### src/rtl/lpf_post_decim.sv
// lpf_post_decim: boxcar decimator for the FIR low-pass output stream.
// Sums DECIM = 2^LOG2_DECIM valid samples, rounds (half up) and arithmetically
// shifts the sum by SHIFT, saturates it to 8-bit signed, and reports the
// peak-to-peak amplitude over each window of 2^WIN_LOG2 decimated samples.
// Ports:
//   sclk, rst         clock and asynchronous active-high reset
//   lpf_wave/_v       signed input sample and its qualifier
//   clr               synchronous clear of accumulation and window state
//   dec_wave/_v       decimated 8-bit signed sample and one-cycle strobe
//   sat_flag          set with dec_wave_v when the sample was clipped
//   pk_amp/pk_v       max - min over the last full window and update strobe
module lpf_post_decim #(
    parameter int unsigned IN_W       = 21,
    parameter int unsigned LOG2_DECIM = 3,
    parameter int unsigned SHIFT      = 16,
    parameter int unsigned WIN_LOG2   = 8
) (
    input  logic                   sclk,
    input  logic                   rst,
    input  logic signed [IN_W-1:0] lpf_wave,
    input  logic                   lpf_wave_v,
    input  logic                   clr,
    output logic signed [7:0]      dec_wave,
    output logic                   dec_wave_v,
    output logic                   sat_flag,
    output logic [8:0]             pk_amp,
    output logic                   pk_v
);

    localparam int unsigned ACC_W = IN_W + LOG2_DECIM;
    localparam int unsigned EXT_W = ACC_W + 1;
    localparam int unsigned DECIM = 1 << LOG2_DECIM;

    localparam logic signed [EXT_W-1:0] HALF    = EXT_W'(1) << (SHIFT - 1);
    localparam logic signed [EXT_W-1:0] SAT_MAX = EXT_W'(127);
    localparam logic signed [EXT_W-1:0] SAT_MIN = -EXT_W'(128);

    logic signed [ACC_W-1:0]    acc_q, acc_d;
    logic signed [ACC_W-1:0]    sum_r_q, sum_r_d;
    logic [LOG2_DECIM-1:0]      cnt_q, cnt_d;
    logic                       pend_q, pend_d;
    logic signed [7:0]          dec_wave_q, dec_wave_d;
    logic                       dec_wave_v_q, dec_wave_v_d;
    logic                       sat_flag_q, sat_flag_d;
    logic [WIN_LOG2-1:0]        wcnt_q, wcnt_d;
    logic                       in_win_q, in_win_d;
    logic signed [7:0]          run_max_q, run_max_d;
    logic signed [7:0]          run_min_q, run_min_d;
    logic [8:0]                 pk_amp_q, pk_amp_d;
    logic                       pk_v_q, pk_v_d;

    logic signed [ACC_W-1:0]    wave_ext;
    logic signed [EXT_W-1:0]    sum_ext, rnd, shifted;
    logic signed [7:0]          new_max, new_min;

    assign wave_ext = {{LOG2_DECIM{lpf_wave[IN_W-1]}}, lpf_wave};

    // Guard bit keeps the rounding add from overflowing a full-scale sum.
    assign sum_ext = {sum_r_q[ACC_W-1], sum_r_q};
    assign rnd     = sum_ext + HALF;
    assign shifted = rnd >>> SHIFT;

    // Running extremes including the sample currently on dec_wave.
    always_comb begin
        new_max = dec_wave_q;
        new_min = dec_wave_q;
        if (in_win_q) begin
            if (run_max_q > dec_wave_q) new_max = run_max_q;
            if (run_min_q < dec_wave_q) new_min = run_min_q;
        end
    end

    // Stage 1 accumulate, stage 2 round/saturate, then window peak tracking.
    always_comb begin
        acc_d        = acc_q;
        sum_r_d      = sum_r_q;
        cnt_d        = cnt_q;
        pend_d       = 1'b0;
        dec_wave_d   = dec_wave_q;
        dec_wave_v_d = 1'b0;
        sat_flag_d   = 1'b0;
        wcnt_d       = wcnt_q;
        in_win_d     = in_win_q;
        run_max_d    = run_max_q;
        run_min_d    = run_min_q;
        pk_amp_d     = pk_amp_q;
        pk_v_d       = 1'b0;

        if (clr) begin
            acc_d    = '0;
            cnt_d    = '0;
            wcnt_d   = '0;
            in_win_d = 1'b0;
        end else begin
            if (lpf_wave_v) begin
                if (cnt_q == LOG2_DECIM'(DECIM - 1)) begin
                    sum_r_d = acc_q + wave_ext;
                    acc_d   = '0;
                    cnt_d   = '0;
                    pend_d  = 1'b1;
                end else begin
                    acc_d = acc_q + wave_ext;
                    cnt_d = cnt_q + LOG2_DECIM'(1);
                end
            end

            if (pend_q) begin
                dec_wave_v_d = 1'b1;
                if (shifted > SAT_MAX) begin
                    dec_wave_d = 8'sd127;
                    sat_flag_d = 1'b1;
                end else if (shifted < SAT_MIN) begin
                    dec_wave_d = -8'sd128;
                    sat_flag_d = 1'b1;
                end else begin
                    dec_wave_d = shifted[7:0];
                end
            end

            if (dec_wave_v_q) begin
                run_max_d = new_max;
                run_min_d = new_min;
                wcnt_d    = wcnt_q + WIN_LOG2'(1);
                if (&wcnt_q) begin
                    pk_amp_d = {new_max[7], new_max} - {new_min[7], new_min};
                    pk_v_d   = 1'b1;
                    in_win_d = 1'b0;
                end else begin
                    in_win_d = 1'b1;
                end
            end
        end
    end

    always_ff @(posedge sclk or posedge rst) begin
        if (rst) begin
            acc_q        <= '0;
            sum_r_q      <= '0;
            cnt_q        <= '0;
            pend_q       <= 1'b0;
            dec_wave_q   <= '0;
            dec_wave_v_q <= 1'b0;
            sat_flag_q   <= 1'b0;
            wcnt_q       <= '0;
            in_win_q     <= 1'b0;
            run_max_q    <= '0;
            run_min_q    <= '0;
            pk_amp_q     <= '0;
            pk_v_q       <= 1'b0;
        end else begin
            acc_q        <= acc_d;
            sum_r_q      <= sum_r_d;
            cnt_q        <= cnt_d;
            pend_q       <= pend_d;
            dec_wave_q   <= dec_wave_d;
            dec_wave_v_q <= dec_wave_v_d;
            sat_flag_q   <= sat_flag_d;
            wcnt_q       <= wcnt_d;
            in_win_q     <= in_win_d;
            run_max_q    <= run_max_d;
            run_min_q    <= run_min_d;
            pk_amp_q     <= pk_amp_d;
            pk_v_q       <= pk_v_d;
        end
    end

    assign dec_wave   = dec_wave_q;
    assign dec_wave_v = dec_wave_v_q;
    assign sat_flag   = sat_flag_q;
    assign pk_amp     = pk_amp_q;
    assign pk_v       = pk_v_q;

endmodule

### config.mk
export PLATFORM = sky130hd
export DESIGN_NAME = lpf_post_decim
export DESIGN_NICKNAME = d
export VERILOG_FILES = /design/src/rtl/lpf_post_decim.sv
export SDC_FILE = /design/constraint.sdc
export NUM_CORES = 1
export LEC_CHECK = 0
export ABC_AREA = 1
export CAP_MARGIN = 20
export CORE_MARGIN = 4
export CORE_UTILIZATION = 35
export DETAILED_ROUTE_END_ITERATION = 6
export GPL_TIMING_DRIVEN = 0
export PLACE_DENSITY = 0.65
export SLEW_MARGIN = 0
export SYNTH_ARGS = -nofsm -noshare
export SYNTH_HDL_FRONTEND = slang
export SYNTH_SLANG_ARGS = --single-unit
### constraint.sdc
create_clock -name sclk -period 4 [get_ports sclk]
set_input_delay 0.8 -clock sclk [delete_from_list [all_inputs] [get_ports sclk]]
set_output_delay 0.8 -clock sclk [all_outputs]
set_load 0.05 [all_outputs]
# After elaboration in Yosys (flattened, before gate mapping)
# Index checks and enable logic that the tools add are counted.
# op_classes
addsub	5
order_cmp	4
n_eq_ne	1
n_mux	29
n_bitwise	1
n_reduce_logical	7
# ops
op	n
2-to-1 mux 24 bit	3
2-to-1 mux 8 bit	8
adder 24 x 17 -> 25 bit, second input constant	1
adder 24 x 21 -> 24 bit	1
2-to-1 mux 1 bit	15
AND reduction 10 bit	1
greater-than comparator 9 x 8 -> 1 bit, second input constant	1
less-than comparator 9 x 8 -> 1 bit, second input constant	1
2-to-1 mux 3 bit	3
subtractor 8 x 8 -> 9 bit	1
adder 8 x 1 -> 8 bit, second input constant	1
greater-than comparator 8 bit	1
less-than comparator 8 bit	1
AND reduction 8 bit	1
AND reduction 2 bit	2
nonzero test 2 bit	2
adder 3 x 1 -> 3 bit, second input constant	1
equality test 3 bit, second input constant	1
AND reduction 3 bit	1
inverter 1 bit	1
# word_totals
register_bits	97
input_bits	25
out_inout_bits	20
wordCells	60

# Logic depth before layout (Yosys ltp)
# logic_depth
word_depth	6
ltp_mapped	25
ltp_nobuf	24

# Least setup slack after synthesis
# Ideal clock, no wire load.
# synth_path
path_kind	reg2reg
startpoint	register dec_wave_q[7], in the netlist dec_wave[7]
endpoint	register pk_amp_q[6], in the netlist pk_amp[6]
setup_ns	0.146
arrival_time_ns	3.228
required_ns	3.854
setup_slack_ns	0.627
stages_incl_launch_ff	19
n_path_buf	1
synth_period_minus_slack_ns	3.373
cell_sequence	dfrtp_1 > inv_1 > ha_1 > a21oi_1 > o21a_1 > nand3_1 > nand3_2 > clkbuf_1 > o21ai_0 > ha_1 > fa_1 > nor2_1 > a211oi_1 > o21ai_0 > nand2_1 > nand2_1 > nand2_1 > nand3_1 > o21ai_0
# synth_via
elab_chain_len	4
elab_cells_between_ends	7
classes_between	1 x add/sub; 2 x order compare; 4 x mux
# synth_lines
element	line_no	text
from (decl)	42	logic signed [7:0] dec_wave_q, dec_wave_d;
from (signal assigned)	155	dec_wave_q <= dec_wave_d;
less-than comparator 8 bit	69	if (run_min_q < dec_wave_q) new_min = run_min_q;
2-to-1 mux 8 bit	69	
2-to-1 mux 8 bit	67	if (in_win_q) begin
via new_min[0]	54	logic signed [7:0] new_max, new_min;
subtractor 8 x 8 -> 9 bit	125	pk_amp_d = {new_max[7], new_max} - {new_min[7], new_min};
to (signal assigned)	162	pk_amp_q <= pk_amp_d;
to (decl)	49	logic [8:0] pk_amp_q, pk_amp_d;
# The timed path passes the listed nets, and every way through them passes these cells.
# A chain may end at the register's enable or synchronous reset.

# Worst setup path after layout
# Ends and elaborated chain as after synthesis.

==> impl_metrics.yaml <==
finish:
  antenna_cells: 0
  areaGrowthSynthToFinish_pct: 18.70
  mostFrequentLayoutCell: "nand2_1"
  layout_common_cells: "nand2_1, dfrtp_1, o21ai_0"
  drive_gt1_frac: 0.04533
  stdcell_count: 934
  nNetsFinal: 823
place:
  port_buffers: 44
  dp_cells: 920
  place_hpwl_um: 9403
  routabilityCongestion: 0.8288
worst_setup_path:
  crit_start: "dec_wave[7]"
  critPathMaxFanout: 10
  slowest_delay_ns: 0.41
  crit_arrival_ns: 3.81
  cp_num_buf_inv: 2
  crit_type: "register to register"
  critical-path-top-delay-family: "adder cells"
  path_cells: "inv_1, ha_1, a21oi_1, o21a_1, nand3_1, nand3_2, clkbuf_1, o21ai_0, ha_1, fa_1, nor2_1, a211oi_1, o21ai_0, nand2_1, nand2_1, nand2_1, nand3_1, o21ai_0"
  slowest_stage: "fa_1"
  required_ns: 4.19
  r2r-start: "dec_wave[7]"
  start_kind: "register"
  end_kind: "register"
timing:
  rsz0062_at_grt: "false"
  worstMarginPinSlew_ns: 0.7827
  post-route-min-period_ns: 3.624
  skew_ns: 0.009757
  hold_viol: 0
  finalCritPeriodShare: 0.9060
  max_freq_ghz: 0.2759
  setup_violations: 0
  holdWs_ns: 0.4757
  relSlewSlack: 0.4734
  finalMaxSlewViolations: 0
clock_network:
  insertion_delay_ns: 0.35
  hold_buffers: 0
  clkSinkCount: 82
  cts-buffers-inserted: 9
  clkTransAtPathRegs_ns: 0.06
  cts_max_level: 3
  cts_root_buf: "clkbuf_16"
  cts.repair.resized: 0
  cts_tree: "done"
  cts_setup_buffers: 0
  clock_tree.buffer_depth: 2
detailed_routing:
  drtAntennaViolNets: 0
  wire_per_inst_um: 13.21
  drc_errors: 0
  vias: 4644
  firstDrtPassIters: 5
  first_iter_violations: 306
  routed_wl_um: 12340
  via_per_inst: 4.972
yosys:
  async_flop_share: 1.000
  synth_area_sq_um: 5313
  syn-mean-instance-area_sq_um: 7.688
  ys_types: 42
  netlist.top_cell.by_area: "dfrtp_1"
  ys_seq_elements: 82
  ys_seq_area_frac: 0.3862
  synth_fp_nets: 767
  syn-instance-count: 691
  yosys_warnings: 0
  synth.area.top_cells: "dfrtp_1, nand2_1, ha_1"
  synth_edf_count: 0
  synthFlopType: "dfrtp_1"
  synth_top_area_share: 0.3862
grt:
  gr-total-overflow: 0
  grtUsageTotal: 0.1523
  antenna_found_initial: 0
  grt_pass1_wl_um: 21760
  grt_max_degree: 64
  grt_pass1_vias: 4457
power_and_ir_drop:
  clock_power_share: 0.372
  sw_frac_of_total: 0.2979
  ir_drop_mv: 0.1968
  power_frac_seq: 0.406
  switchingPower_mw: 0.6688
  finalPower_mw: 2.245
  p_int_mw: 1.576
  p_leak_nw: 3.144
  combinationalPowerShare: 0.223
  pwr_density_cell_nw_per_um2: 356.0
floorplan:
  coreArea_sq_um: 14700
  io_pins: 45
  rows: 44
  fp.dieH_um: 131.2
  initial_core_util: 0.3614
  die_w_um: 131.2
  die_area_sq_um: 17210
run:
  cap_violations: 0
min_path:
  worstHoldPathType: "register to register"
  holdCritStartpoint: "pk_amp[7]"
status:
  status: "completed"
==> power groups by stage <==
stage | clock, mW | sequential [mW] | combinational, mW
2_1_floorplan | 0 | 0.930 | 0.354
3_3_place_gp | 0 | 0.924 | 0.487
3_5_place_dp | 0 | 0.924 | 0.496
4_1_cts | 0.861 | 0.910 | 0.501
5_1_grt | 0.897 | 0.918 | 0.580
6_report | 0.835 | 0.911 | 0.500
==> state kept, by name, summed over array words and instances, names as in the netlist, named ones only <==
signal      cells
wcnt_q          8
cnt_q           3
sum_r_q         9
pend_q          1
dec_wave_v      1
acc_q          24
pk_amp          9
in_win_q        1
dec_wave        8
sat_flag        1
pk_v            1
run_min_q       8
run_max_q       7
==> per-stage QoR <==
| step | TNS, ns | instance area (sq um) | setup slack, ns | utilization |
|---|---|---|---|---|
| global placement | -34.59 | 5983 | -0.4281 | 0.4070 |
| floorplan | 0 | 5313 | 0.6267 | - |
| detailed placement | 0 | 6013 | 0.4197 | 0.4091 |
| CTS | 0 | 6306 | 0.4085 | 0.4290 |
| finish | 0 | 6306 | 0.3760 | 0.4290 |
| global route | 0 | 6306 | 0.01199 | 0.4290 |
==> worst min-delay path, delay by kind of cell (launching register included) <==
family | cells | cell delay (ns)
flip-flops | 1 | 0.34
AND/OR/NAND/NOR | 2 | 0.10
==> logic make-up (layout without fill, tap and decap cells) <==
family                   count (synthesis)  in the layout  share of synthesized area
AND/OR/NAND/NOR                        303            303                     0.2412
AO/OA/AOI/OAI                          159            159                     0.1679
buffers and inverters                   85            144                    0.06359
flip-flops                              82             82                     0.3862
adder cells (fa/ha/maj)                 51             51                     0.1229
XOR/XNOR                                11             11                    0.01813
==> cells in the mapped netlist (all sizes together) (2+ instances only) <==
library cell    n
nand4           8
xnor2           5
buf             3
a22o            3
a21oi          50
clkbuf          7
a21boi          2
a21o            2
nor3            6
xor2            6
or2             6
o31ai           4
nand3b          6
dfrtp          82
inv            75
o21a            2
nand3          37
a22oi           7
nor2           45
nand2         191
fa              2
a32o            2
ha             49
o21bai          2
o21ai          81
and3            2
==> metal layers <==
metal | GRT usage | vias up | part of all wire | wire length [um]
met5 | 0 | - | 0 | 0
met4 | 0.04026 | 0 | 0.0095 | 117
met3 | 0.03593 | 14 | 0.040 | 490
met2 | 0.2506 | 87 | 0.48 | 5923
met1 | 0.2030 | 2112 | 0.47 | 5804
li1 | - | 2431 | - | -
==> final timing paths <==
check | end | slack [ns] | depth (start not counted)
max | pk_amp[6] | 0.38 | 18
min | pk_amp[7] | 0.48 | 2
max reg2reg | pk_amp[6] | 0.38 | 18
min reg2reg | pk_amp[7] | 0.48 | 2
max in group asynchronous | acc_q[13] | 2.64 | 3
min in group asynchronous | pk_amp[0] | 0.76 | 2
==> final cells by class <==
cell class / count / area (sq um)
fillers: 1468 / 8393
multi-input cells: 524 / 2923
flip-flops and latches: 82 / 2052
repair buffers: 45 / 467.9
inverters: 75 / 284.0
clock buffers: 11 / 252.7
well taps: 184 / 230.2
plain buffers: 10 / 56.30
clock inverters: 3 / 40.04
Power figures use the tool's default switching activity.
